### src/rtl/hazard_pkg.sv
// Shared encodings for the pipeline hazard controller: forwarding selects
// and the Tuse value that marks an operand as unused.
package hazard_pkg;

    // D-stage forwarding select (per source operand)
    localparam logic [1:0] FWD_D_RF   = 2'd0;
    localparam logic [1:0] FWD_D_E    = 2'd1;
    localparam logic [1:0] FWD_D_M    = 2'd2;
    localparam logic [1:0] FWD_D_W    = 2'd3;

    // E-stage forwarding select (per source operand)
    localparam logic [1:0] FWD_E_PIPE = 2'd0;
    localparam logic [1:0] FWD_E_M    = 2'd1;
    localparam logic [1:0] FWD_E_W    = 2'd2;

    // M-stage store-data forwarding select
    localparam logic       FWD_M_PIPE = 1'b0;
    localparam logic       FWD_M_W    = 1'b1;

    localparam logic [1:0] TUSE_NONE  = 2'd3;

    function automatic int unsigned max_u(input int unsigned a, input int unsigned b);
        return (a > b) ? a : b;
    endfunction

endpackage

### src/rtl/md_busy_timer.sv
// Multiply/divide busy timer: loads the unit latency on a start and counts
// down to zero, reporting busy while the count is nonzero.
module md_busy_timer
    import hazard_pkg::*;
#(
    parameter int unsigned MULT_LAT = 5,
    parameter int unsigned DIV_LAT  = 10
) (
    input  logic clk,
    input  logic rst_n,
    input  logic start,
    input  logic is_div,
    output logic busy
);

    localparam int unsigned MAX_LAT = max_u(MULT_LAT, DIV_LAT);
    localparam int unsigned TW      = max_u(1, $clog2(MAX_LAT + 1));
    localparam logic [TW-1:0] MULT_V = TW'(MULT_LAT);
    localparam logic [TW-1:0] DIV_V  = TW'(DIV_LAT);

    logic [TW-1:0] cnt;

    // NOTE: sequential state uses non-blocking assignments so every flop
    // samples the pre-edge value of its neighbours.
    always_ff @(posedge clk or negedge rst_n) begin
        if (!rst_n) begin
            cnt <= '0;
        end else if (start && !busy) begin
            cnt <= is_div ? DIV_V : MULT_V;
        end else if (cnt != '0) begin
            cnt <= cnt - 1'b1;
        end
    end

    // A start while busy is ignored; the MD stall should make it impossible.
    assign busy = (cnt != '0);

endmodule

### src/rtl/hazard_ctrl.sv
// Stall/forward controller for the 5-stage pipeline using pre-decoded
// Tuse/Tnew fields. Optional perf counters: define HAZARD_PERF_EN.
module hazard_ctrl
    import hazard_pkg::*;
#(
    parameter int unsigned REG_AW   = 5,
    parameter int unsigned NSRC     = 2,
    parameter int unsigned MULT_LAT = 5,
    parameter int unsigned DIV_LAT  = 10,
    parameter int unsigned CNT_W    = 16
) (
    input  logic                     clk,
    input  logic                     reset,
    input  logic [NSRC*REG_AW-1:0]   d_src_addr,
    input  logic [NSRC*2-1:0]        d_tuse,
    input  logic                     d_is_md,
    input  logic [NSRC*REG_AW-1:0]   e_src_addr,
    input  logic [REG_AW-1:0]        m_src_addr,
    input  logic [REG_AW-1:0]        e_wr_addr,
    input  logic [REG_AW-1:0]        m_wr_addr,
    input  logic [REG_AW-1:0]        w_wr_addr,
    input  logic [1:0]               e_tnew,
    input  logic [1:0]               m_tnew,
    input  logic                     e_md_start,
    input  logic                     e_md_is_div,
    output logic                     stall,
    output logic [NSRC*2-1:0]        d_fwd_sel,
    output logic [NSRC*2-1:0]        e_fwd_sel,
    output logic                     m_fwd_sel,
    output logic                     md_busy,
    output logic [CNT_W-1:0]         stall_cnt,
    output logic [CNT_W-1:0]         md_stall_cnt
);

    // Register 0 is hard-wired zero, so it never matches a producer.
    function automatic logic hit(input logic [REG_AW-1:0] wr, input logic [REG_AW-1:0] src);
        return (src != '0) && (wr == src);
    endfunction

    logic data_stall;
    logic md_stall;

    // NOTE: every always_comb output gets a default first so no path can
    // leave it unassigned and infer a latch.
    always_comb begin
        data_stall = 1'b0;
        d_fwd_sel  = '0;
        e_fwd_sel  = '0;
        for (int i = 0; i < NSRC; i++) begin
            if (d_tuse[i*2 +: 2] != TUSE_NONE &&
                ((hit(e_wr_addr, d_src_addr[i*REG_AW +: REG_AW]) && e_tnew > d_tuse[i*2 +: 2]) ||
                 (hit(m_wr_addr, d_src_addr[i*REG_AW +: REG_AW]) && m_tnew > d_tuse[i*2 +: 2])))
                data_stall = 1'b1;

            // Nearest producer wins, even while stalling.
            if (hit(e_wr_addr, d_src_addr[i*REG_AW +: REG_AW]) && e_tnew == 2'd0)
                d_fwd_sel[i*2 +: 2] = FWD_D_E;
            else if (hit(m_wr_addr, d_src_addr[i*REG_AW +: REG_AW]) && m_tnew == 2'd0)
                d_fwd_sel[i*2 +: 2] = FWD_D_M;
            else if (hit(w_wr_addr, d_src_addr[i*REG_AW +: REG_AW]))
                d_fwd_sel[i*2 +: 2] = FWD_D_W;
            else
                d_fwd_sel[i*2 +: 2] = FWD_D_RF;

            if (hit(m_wr_addr, e_src_addr[i*REG_AW +: REG_AW]) && m_tnew == 2'd0)
                e_fwd_sel[i*2 +: 2] = FWD_E_M;
            else if (hit(w_wr_addr, e_src_addr[i*REG_AW +: REG_AW]))
                e_fwd_sel[i*2 +: 2] = FWD_E_W;
            else
                e_fwd_sel[i*2 +: 2] = FWD_E_PIPE;
        end
    end

    assign m_fwd_sel = hit(w_wr_addr, m_src_addr) ? FWD_M_W : FWD_M_PIPE;
    assign md_stall  = d_is_md && (md_busy || e_md_start);
    assign stall     = data_stall || md_stall;

    md_busy_timer #(
        .MULT_LAT (MULT_LAT),
        .DIV_LAT  (DIV_LAT)
    ) u_md_timer (
        .clk    (clk),
        .rst_n  (reset),
        .start  (e_md_start),
        .is_div (e_md_is_div),
        .busy   (md_busy)
    );

`ifdef HAZARD_PERF_EN
    // Saturating counters: they stick at all-ones rather than wrap.
    always_ff @(posedge clk or negedge reset) begin
        if (!reset) begin
            stall_cnt    <= '0;
            md_stall_cnt <= '0;
        end else begin
            if (stall && stall_cnt != '1)
                stall_cnt <= stall_cnt + 1'b1;
            if (md_stall && md_stall_cnt != '1)
                md_stall_cnt <= md_stall_cnt + 1'b1;
        end
    end
`else
    assign stall_cnt    = '0;
    assign md_stall_cnt = '0;
`endif

endmodule

### config.mk
export PLATFORM = sky130hd
export DESIGN_NAME = hazard_ctrl
export DESIGN_NICKNAME = d
export VERILOG_FILES = /design/src/rtl/hazard_pkg.sv /design/src/rtl/md_busy_timer.sv /design/src/rtl/hazard_ctrl.sv
export SDC_FILE = /design/constraint.sdc
export NUM_CORES = 1
export LEC_CHECK = 0
export CAP_MARGIN = 20
export CORE_UTILIZATION = 33
export CTS_BUF_LIST = sky130_fd_sc_hd__clkbuf_16
export DETAILED_ROUTE_END_ITERATION = 10
export PLACE_DENSITY_LB_ADDON = 0.1
export SETUP_SLACK_MARGIN = 0.4
export SYNTH_ARGS = -nofsm -noshare
export SYNTH_HDL_FRONTEND = slang
export SYNTH_SLANG_ARGS = --single-unit
### constraint.sdc
create_clock -name clk -period 6 [get_ports clk]
set_clock_uncertainty 0.1 [all_clocks]
set_input_delay 1.5 -clock clk [delete_from_list [all_inputs] [get_ports clk]]
set_output_delay 1.5 -clock clk [all_outputs]
set_load 0.01 [all_outputs]
==> results.sh <==
export IMPL_status="finished clean"
export IMPL_synth_fa_ha_area_share_pct=8.44
export IMPL_crit_path_end_kind="output pin"
export IMPL_slew_headroom_pct=67.0
export IMPL_antenna_found_initial=0
export IMPL_ys_async_sr_fraction_pct=100
export IMPL_finalHoldViolCount=0
export IMPL_wire_per_inst_um=11.9
export IMPL_synth_ff_type="dfrtp_1"
export IMPL_yosys_area_share_xor_xnor_pct=31.3
export IMPL_clock_tree_buffer_depth=2
export IMPL_synthDistinctLibCells=35
export IMPL_die_area_mm2=0.00477
export IMPL_placed_area_mm2=0.00203
export IMPL_final_fill_count=466
export IMPL_worstPathMaxFanout=4
export IMPL_worstReg2RegStart="u_md_timer.cnt[0]$_DFFE_PN0P_"
export IMPL_seq_area_frac_synth_pct=6.75
export IMPL_whs_path_depth=1
export IMPL_worstSetupPathType="in2out"
export IMPL_worstHoldStart="u_md_timer.cnt[3]$_DFFE_PN0P_"
export IMPL_synth_top_area_share_pct=16.5
export IMPL_worst_pin_slew_ps=490
export IMPL_synth_compound_area_share_pct=13.0
export IMPL_yosys_area_top_type="xnor2_1"
export IMPL_grt_overflow_total=0
export IMPL_drtIter0Drc=55
export IMPL_drv_slew=0
export IMPL_post_route_drc_count=0
export IMPL_setup_viol=0
export IMPL_rows=24
export IMPL_cts_setup_buffers=0
export IMPL_vias=1391
export IMPL_tns_ps=0
export IMPL_avgSynthCellArea_um2=7.60
export IMPL_yosysWarningCount=0
export IMPL_synthTopCellsByArea="xnor2_1 17%, buf_4 16%, xor2_1 15%"
export IMPL_hold_path_class="reg2reg"
export IMPL_area_growth_pct=42.1
export IMPL_grt_pass1_wl_um=6100
export IMPL_power_density_mw_per_mm2=162
export IMPL_synthMuxAreaShare_pct=0.675
export IMPL_grt_usage_pct=15.8
export IMPL_cts_tree="done"
export IMPL_grt_pass1_vias=1338
export IMPL_critPathArrivalTime_ps=3670
export IMPL_synthCells=195
export IMPL_ant_nets=0
export IMPL_io_buffers=63
export IMPL_synth_most_common_cell="buf_4"
export IMPL_viasPerCell=4.55
export IMPL_fin_area_mm2=0.00211
export IMPL_io_pins=96
export IMPL_wl_um=3630
export IMPL_synth_cell_area_mm2=0.00148
export IMPL_cts_root_buf="clkbuf_16"
export IMPL_clock_sinks=4
export IMPL_synth_top_family_by_area="XOR/XNOR gates"
export IMPL_final_nets=319
export IMPL_max_flop_register="u_md_timer.cnt"
export IMPL_dp_hpwl_um=3110
export IMPL_layout_drive_gt1_share_pct=4.72
export IMPL_die_w_um=69.0
export IMPL_grt_setup_unrepaired="false"
export IMPL_power_total_uw=342
export IMPL_cts_resized=0
export IMPL_largest_register_ffs=4
export IMPL_coreArea_mm2=0.00432
export IMPL_min_to="u_md_timer.cnt[3]$_DFFE_PN0P_"
export IMPL_cts_made_buffers=3
export IMPL_ir_worst_vdd_uv=213
export IMPL_synth_edf_count=0
export IMPL_drv_cap=0
export IMPL_r2r_end="u_md_timer.cnt[0]$_DFFE_PN0P_"
export IMPL_crit_required_ps=4400
export IMPL_place_ws_ps=722
export IMPL_ff2ff_path_depth=4
export IMPL_yosys_area_share_simple_pct=18.6
export IMPL_clkSlewWorstSetupHoldPaths_ps=30
export IMPL_max_freq_mhz=190
export IMPL_first_pass_iters=4
export IMPL_critPathLaunchType="primary input"
export IMPL_htreeDepth=1
export IMPL_period_share_pct=87.9
export IMPL_die_h_um=69.0
export IMPL_top_regs="u_md_timer.cnt: 4 flops"
export IMPL_gp_congestion=0.801
export IMPL_cts_hold_buffers=0
export IMPL_ys_ff_latch=4
export IMPL_worst_slack_ps=729
export IMPL_netlist_top_cells_count="32 x buf_4, 28 x xnor2_1, 25 x xor2_1"
export IMPL_clk_latency_ps=220
export IMPL_grt_max_degree=8
export IMPL_fin_crit_ps=5270
export IMPL_reg2reg_slack_ps=4680
export IMPL_antenna_diode_count=0
export IMPL_leakagePower_uw=0.000854
export IMPL_initial_utilization_pct=34.3
==> routing by layer <==
layer	vias to the layer above	GRT usage (%)	routed length, µm
li1	720	-	-
met1	618	20.2	1720
met2	49	27.6	1730
met3	4	2.05	145
met4	0	4.08	32
met5	-	0	0
==> worst max-delay path: stages <==
cell             delay, ps
clkdlybuf4s50_1        520
or4_1                  570
nor2_2                 150
nor4_1                 110
and2_1                 170
o21ai_1                110
clkdlybuf4s50_1        540
==> per-stage QoR <==
stage,std cells,util [%],hold WS (ps)
floorplan,226,-,358
global placement,303,47.0,388
detailed placement,303,47.0,452
CTS,306,48.7,456
global route,306,48.7,472
finish,306,48.7,448
==> layout by cell type (no fill, tap or decap), types with 2 or more instances in the layout <==
| cell type | count |
|---|---|
| clkdlybuf4s50_1 | 63 |
| conb_1 | 32 |
| xnor2_1 | 28 |
| xor2_1 | 25 |
| inv_1 | 13 |
| a21oi_1 | 10 |
| ha_1 | 10 |
| nand2_1 | 9 |
| nor4_1 | 7 |
| nand3_1 | 7 |
| nor2_1 | 6 |
| o21ai_0 | 6 |
| dfrtp_1 | 4 |
| nor4_2 | 3 |
| a221oi_1 | 3 |
| nor3_1 | 3 |
| clkbuf_16 | 3 |
| or4_1 | 2 |
| and2_1 | 2 |
| or4_4 | 2 |
| nand4_1 | 2 |
==> logic make-up (layout without fill, tap and decap cells) <==
| group | count (synthesis) | count (layout) |
|---|---|---|
| muxes | 1 | 1 |
| adders and majority gates | 10 | 10 |
| DFF | 4 | 4 |
| xor gates and xnor gates | 53 | 53 |
| buffers and inverters | 51 | 79 |
| AOI/OAI and AO/OA | 29 | 29 |
| other | 1 | 32 |
| and+or+nand+nor | 46 | 46 |
==> how the worst max path moves through the flow <==
stage / startpoint / endpoint / slack (ps) / cells past startpoint
2_1_floorplan: e_src_addr[6] / e_fwd_sel[3] / 1730 / 3
3_3_place_gp: d_src_addr[6] / d_fwd_sel[2] / 730 / 7
3_5_place_dp: d_src_addr[6] / d_fwd_sel[2] / 720 / 7
4_1_cts: d_src_addr[6] / d_fwd_sel[2] / 720 / 7
5_1_grt: d_src_addr[6] / d_fwd_sel[3] / 550 / 7
6_report: d_src_addr[6] / d_fwd_sel[2] / 730 / 7
==> where the power goes <==
group          internal [µW]  switching (µW)
Combinational           93.8            88.8
Sequential              42.4            14.7
Clock                   85.0            17.2
Total                    221             121
==> final cells by class <==
class | count | area, µm² | area share (%)
Timing Repair Buffer | 63 | 631 | 29.9
Clock buffer | 3 | 75.1 | 3.56
Multi-Input combinational cell | 171 | 1190 | 56.4
Inverter | 13 | 48.8 | 2.32
Tap cell | 52 | 65.1 | 3.09
Sequential cell | 4 | 100 | 4.75
Note: power is estimated with default switching activity, not from simulation.
